**config.mk**
```make
export PLATFORM = sky130hd
export DESIGN_NAME = mem_access_stage
export DESIGN_NICKNAME = d
export VERILOG_FILES = /design/src/rtl/mem_access_stage.sv
export SDC_FILE = /design/constraint.sdc
export NUM_CORES = 1
export LEC_CHECK = 0
export CORE_UTILIZATION = 40
export DETAILED_ROUTE_END_ITERATION = 16
export DONT_BUFFER_PORTS = 1
export SLEW_MARGIN = 20
export SYNTH_ARGS = -nofsm -noshare
export SYNTH_HDL_FRONTEND = slang
export SYNTH_SLANG_ARGS = --single-unit
export TNS_END_PERCENT = 100
```
**constraint.sdc**
```tcl
create_clock -name clock -period 2.2 [get_ports clock]
set_input_delay 0.44 -clock clock [delete_from_list [all_inputs] [get_ports clock]]
set_output_delay 0.44 -clock clock [all_outputs]
set_load 0.02 [all_outputs]
```
**src/rtl/mem_access_stage.sv**
```systemverilog
// mem_access_stage
// Memory-access pipeline stage sitting between the EX/MEM and MEM/WB registers.
// Non-memory instructions pass straight to the MEM/WB register with one cycle
// of latency. Aligned loads and stores enter ACCESS, which holds a request on
// the data-memory port until the memory acks it or MAX_WAIT cycles elapse.
// A misaligned memory op never reaches memory and is retired at once as a
// faulted result.
//
// Ports
//   clock, reset         : rising-edge clock, asynchronous active-low reset
//   in_valid / in_ready  : EX/MEM handshake (in_ready only in IDLE)
//   mem_read, mem_to_reg, pc_to_reg, mem_write, reg_write : EX/MEM control
//   pc, instruction, alu_res, rs2, write_addr             : EX/MEM data
//   dmem_req, dmem_we, dmem_addr, dmem_wdata : request to data memory
//   dmem_ack, dmem_rdata                     : response from data memory
//   wb_*                 : MEM/WB register (wb_valid pulses, others hold)
//   misalign_err, timeout_err : one-cycle fault pulses, aligned with wb_valid
module mem_access_stage #(
    parameter int MAX_WAIT = 255
) (
    input  logic        clock,
    input  logic        reset,
    input  logic        in_valid,
    output logic        in_ready,
    input  logic        mem_read,
    input  logic        mem_to_reg,
    input  logic        pc_to_reg,
    input  logic        mem_write,
    input  logic        reg_write,
    input  logic [31:0] pc,
    input  logic [31:0] instruction,
    input  logic [31:0] alu_res,
    input  logic [31:0] rs2,
    input  logic [4:0]  write_addr,
    output logic        dmem_req,
    output logic        dmem_we,
    output logic [31:0] dmem_addr,
    output logic [31:0] dmem_wdata,
    input  logic        dmem_ack,
    input  logic [31:0] dmem_rdata,
    output logic        wb_valid,
    output logic        wb_reg_write,
    output logic [4:0]  wb_write_addr,
    output logic [31:0] wb_data,
    output logic [31:0] wb_pc,
    output logic [31:0] wb_instruction,
    output logic        misalign_err,
    output logic        timeout_err
);

    typedef enum logic {IDLE, ACCESS} state_t;

    localparam logic [7:0] LAST_WAIT = 8'(MAX_WAIT - 1);

    state_t      state, state_next;
    logic [7:0]  wait_cnt;

    // Instruction captured for the duration of an ACCESS.
    logic [31:0] cap_pc, cap_instr, cap_alu, cap_rs2;
    logic [4:0]  cap_waddr;
    logic        cap_we, cap_load, cap_m2r, cap_p2r, cap_rw;

    // Per-cycle decisions made by the FSM.
    logic        direct_wb, misalign, start_acc, acc_done, acc_timeout;

    // ------------------------------------------------------------------
    // FSM: state register
    // ------------------------------------------------------------------
    always_ff @(posedge clock or negedge reset) begin
        if (!reset) state <= IDLE;
        else        state <= state_next;
    end

    // ------------------------------------------------------------------
    // FSM: next state and control
    // ------------------------------------------------------------------
    always_comb begin
        state_next  = state;
        direct_wb   = 1'b0;
        misalign    = 1'b0;
        start_acc   = 1'b0;
        acc_done    = 1'b0;
        acc_timeout = 1'b0;
        unique case (state)
            IDLE: begin
                if (in_valid) begin
                    if (!(mem_read || mem_write)) begin
                        direct_wb = 1'b1;
                    end else if (alu_res[1:0] != 2'b00) begin
                        misalign = 1'b1;
                    end else begin
                        start_acc  = 1'b1;
                        state_next = ACCESS;
                    end
                end
            end
            ACCESS: begin
                // An ack on the final allowed cycle still counts as success.
                if (dmem_ack) begin
                    acc_done   = 1'b1;
                    state_next = IDLE;
                end else if (wait_cnt == LAST_WAIT) begin
                    acc_timeout = 1'b1;
                    state_next  = IDLE;
                end
            end
            default: state_next = IDLE;
        endcase
    end

    // in_ready is gated by reset so the stage never advertises acceptance
    // while reset is held.
    assign in_ready = (state == IDLE) && reset;

    // Request outputs are only meaningful in ACCESS; zero them elsewhere.
    assign dmem_req   = (state == ACCESS);
    assign dmem_we    = dmem_req && cap_we;
    assign dmem_addr  = dmem_req ? cap_alu : 32'h0;
    assign dmem_wdata = dmem_req ? cap_rs2 : 32'h0;

    // ------------------------------------------------------------------
    // Wait counter: number of ACCESS cycles already spent without an ack.
    // ------------------------------------------------------------------
    always_ff @(posedge clock or negedge reset) begin
        if (!reset) begin
            wait_cnt <= 8'd0;
        end else if (start_acc || acc_done || acc_timeout) begin
            wait_cnt <= 8'd0;
        end else if (state == ACCESS) begin
            wait_cnt <= wait_cnt + 8'd1;
        end
    end

    // ------------------------------------------------------------------
    // Capture registers
    // ------------------------------------------------------------------
    always_ff @(posedge clock or negedge reset) begin
        if (!reset) begin
            cap_pc    <= 32'h0;
            cap_instr <= 32'h0;
            cap_alu   <= 32'h0;
            cap_rs2   <= 32'h0;
            cap_waddr <= 5'd0;
            cap_we    <= 1'b0;
            cap_load  <= 1'b0;
            cap_m2r   <= 1'b0;
            cap_p2r   <= 1'b0;
            cap_rw    <= 1'b0;
        end else if (start_acc) begin
            cap_pc    <= pc;
            cap_instr <= instruction;
            cap_alu   <= alu_res;
            cap_rs2   <= rs2;
            cap_waddr <= write_addr;
            cap_we    <= mem_write;
            // Read+write together is a store: no load data is returned.
            cap_load  <= mem_read && !mem_write;
            cap_m2r   <= mem_to_reg;
            cap_p2r   <= pc_to_reg;
            cap_rw    <= reg_write;
        end
    end

    // ------------------------------------------------------------------
    // MEM/WB register and fault pulses
    // ------------------------------------------------------------------
    always_ff @(posedge clock or negedge reset) begin
        if (!reset) begin
            wb_valid       <= 1'b0;
            wb_reg_write   <= 1'b0;
            wb_write_addr  <= 5'd0;
            wb_data        <= 32'h0;
            wb_pc          <= 32'h0;
            wb_instruction <= 32'h0;
            misalign_err   <= 1'b0;
            timeout_err    <= 1'b0;
        end else begin
            wb_valid     <= direct_wb || misalign || acc_done || acc_timeout;
            misalign_err <= misalign;
            timeout_err  <= acc_timeout;
            if (direct_wb || misalign) begin
                // Retired straight from the EX/MEM inputs; never load data.
                wb_pc          <= pc;
                wb_instruction <= instruction;
                wb_write_addr  <= write_addr;
                wb_data        <= pc_to_reg ? pc + 32'd4 : alu_res;
                wb_reg_write   <= reg_write && (write_addr != 5'd0) && !misalign;
            end else if (acc_done || acc_timeout) begin
                wb_pc          <= cap_pc;
                wb_instruction <= cap_instr;
                wb_write_addr  <= cap_waddr;
                if (cap_p2r)
                    wb_data <= cap_pc + 32'd4;
                else if (acc_done && cap_m2r && cap_load)
                    wb_data <= dmem_rdata;
                else
                    wb_data <= cap_alu;
                wb_reg_write   <= cap_rw && (cap_waddr != 5'd0) && acc_done;
            end
        end
    end

endmodule

```
==> metrics.txt <==
status finished with violations; failing checks negative hold slack; row count 64; part of the power in registers 0.485; switching pwr 4370 uW; pin count of the biggest net entering global routing 254; Data required, critical path 2.66 ns; Avg Vias per Cell 5.82; via count 9332; FF+latch count, synth 252; Residual DRC 0; Final Util 0.465; initial core utilization 0.408; Hold WC Path Type in -> async; CP arrival 2.62 ns; RSZ-0062 raised after global routing true; count of pins over their slew limit 0; Max VDD drop 0.652 mV; combinational fraction of design power 0.168; # setup viols final 0; Placed Cells 1546; share of layout cells above drive strength 1 0.235; CP startpoint kind register; Port Buf Inserts 0; final hold slack -0.410 ns; Hold Buf Count CTS 3; first-pass GRT wire length 57900 um; gr usage total 0.239; number of CTS-inserted buffers 29; Final Hold Vio Count 252; GPL Wtd Cong 0.907; Syn Area/Cell 10.7 sq um; DIE AREA 0.0319 sq mm; H-tree Lvls 1; Synth cell types 59; CP Capture Type register; Die Width 179 um; IO Count 346; Syn-to-layout area delta 14.1%; Clock Sinks 252; Clock Tree Buf Depth 3; final cell count without fillers 1603; Slew @ Worst Pin 0.965 ns; RR Startpoint cap_pc[2]; drt first pass iters 5; FMAX 464 MHz; Synth Warn # 0; Slowest-stage cell, CP or4_4; Post-synth EDFFs 0; Post-Route WL 38800 um; number of global-route vias before repair 9366; Final period util 0.981; max-cap violation count 0; crit path cell chain ha_2 > nand4_2 > or4_4 > or3_1 > a31o_1 > a221oi_2; Skew-Pair Late Insertion Delay 0.56 ns; Largest stage delay, worst path 0.62 ns; clock share of power 0.347; crit path time final 2.16 ns; leakage power 0.00620 uW; dpl hpwl 27500 um; Reg clk slew, reported paths 0.06 ns; CTS root buf clkbuf_16; Seq/Total Area, Yosys 0.506; DR WL/cell 24.2 um; Fin Setup TNS 0 ns; Overflow after GRT 0; top cells by area, synth dfrtp_1 51%, mux2_2 13%, nand2_1 4.5%, a22oi_1 3.9%, and2_1 3.4%; Switching Fraction 0.313; First DRT Iteration DRCs 604; Int Pwr 9570 uW; share of the synthesized area in the top cell type 0.506; Die Height 179 um; nets@finish 1362; initial antenna violation count 1; Clock Skews 0.0108 ns; CTS tree yes; worst reg2reg path depth 6; Relative slew margins 0.356; Worst setup startpoint cap_pc[2]; leading area contributor after synthesis dfrtp_1; top_reg_cell synth dfrtp_1; Mapped Nets 1346; crit path kind reg -> reg; Mapped Cells 1168; Crit Path Max Fanout 14; DRT antenna net count 0; pwr dens 980 mW/mm^2; mapped cell area 0.0125 sq mm; Core Box Area 0.0306 sq mm; ys async rst share 1.00
==> placed cells by master (no fill, tap or decap), types with 16 or more instances in the layout <==
cell,netlist,final
nand3_1,24,24
nand2_1,151,151
mux2i_1,23,23
and2_1,68,68
nor2_1,67,66
clkbuf_16,0,29
o21ai_0,25,25
dfrtp_1,252,250
xnor2_1,24,24
xor2_1,21,21
nor3_1,17,17
nand4_1,32,32
mux2_2,147,147
a211oi_1,17,16
a22oi_1,64,64
buf_4,1,59
a21oi_1,28,28
==> worst max-delay path, delay by kind of cell, from the launching register on <==
family,cells,cell delay (ns)
compound gates,2,0.46
fa+ha+maj,1,0.19
simple gates,3,1.05
flops,1,0.36
==> routing by layer <==
layer / share of wire / global-route usage / up-vias / routed length, um
li1: - / - / 4250 / -
met1: 0.41 / 0.301 / 4659 / 15800
met2: 0.47 / 0.383 / 360 / 18200
met3: 0.10 / 0.0859 / 63 / 3900
met4: 0.024 / 0.0681 / 0 / 923
met5: 0 / 0 / - / 0
==> what timing repair did <==
action	4_1_cts	5_1_grt
buffers inserted	0	0
endpoints found under the setup margin	0	4
hold endpoints to repair	255	252
gates resized for setup	0	5
==> cell families (layout without fill, tap and decap cells) <==
| kind of cell | after synthesis | in the layout | share of synthesized area |
|---|---|---|---|
| AO/OA/AOI/OAI | 203 | 203 | 0.118 |
| XOR/XNOR | 45 | 45 | 0.0316 |
| adder cells (fa/ha/maj) | 4 | 4 | 0.00401 |
| buffers and inverters | 95 | 133 | 0.0319 |
| flip-flops | 252 | 252 | 0.506 |
| multiplexers | 170 | 170 | 0.151 |
| other | 0 | 1 | 0 |
| AND/OR/NAND/NOR | 399 | 399 | 0.157 |
==> final cells by class <==
class | instances | area (sq um)
inverters | 12 | 45.0
repair buffers | 68 | 593
fillers | 2818 | 16400
clock buffers | 46 | 890
multi-input cells | 821 | 5820
well taps | 396 | 495
flip-flops and latches | 252 | 6310
clock inverters | 7 | 66.3
diodes | 1 | 2.50
==> per-stage QoR <==
stage          setup WS [ns]  power, uW  hold WS, ns  instance area (sq um)
6_report              0.0427      13900       -0.410                  14200
5_1_grt              -0.0203      14600       -0.436                  14200
4_1_cts               0.0478      14100       -0.441                  14200
3_5_place_dp          0.0592       9180        0.151                  13200
3_3_place_gp          0.0493       9110        0.151                  13200
2_1_floorplan         0.0871       8300        0.144                  12500
==> registers in the layout, indices dropped and copies added (netlist names) <==
register	count
wb_pc	32
cap_waddr	5
wb_data	32
wait_cnt	8
misalign_err	1
cap_rw	1
cap_instr	32
wb_valid	1
cap_alu	32
cap_p2r	1
cap_we	1
cap_m2r	1
wb_write_addr	5
wb_reg_write	1
cap_pc	32
timeout_err	1
dmem_req	1
cap_load	1
cap_rs2	32
wb_instruction	32
==> synthesized netlist by cell type (2+ instances only) <==
library cell	number
nand2_1	151
mux2i_1	23
a22oi_1	64
a21oi_1	28
clkbuf_2	2
nand2b_1	2
o31ai_2	2
a21o_1	2
and4_1	11
a211oi_1	17
a221oi_1	2
and2_1	68
o2111ai_1	2
xor2_1	21
o21ai_0	25
mux2_2	147
buf_2	28
a31o_2	5
ha_1	4
a31oi_1	4
nand4_2	2
or4_1	3
dfrtp_1	252
and3_1	6
a221o_1	15
clkinv_1	2
clkbuf_1	52
o22ai_1	7
nand4_1	32
nor3_1	17
nor2_1	67
o31a_1	4
or3_1	5
nand3_1	24
o221ai_1	11
xnor2_1	24
inv_1	10
nor4_1	5
o21a_1	2
==> worst paths after layout <==
check                                          end  slack [ns]
worst max-delay path                   wb_data[16]        0.04
worst min-delay path                   cap_alu[23]       -0.41
worst max register to register         wb_data[16]        0.04
worst min register to register  wb_instruction[29]        0.48
max in group asynchronous                 dmem_req        1.80
min in group clock              wb_instruction[16]        0.02
==> power groups by stage <==
stage                     registers, uW  clock network [uW]  logic [uW]
after floorplan                    6570                   0        1730
after global placement             6810                   0        2300
after detailed placement           6830                   0        2340
after CTS                          6760                4950        2360
after global routing               6890                5110        2580
final                              6760                4840        2340
Power figures use the tool's default switching activity.
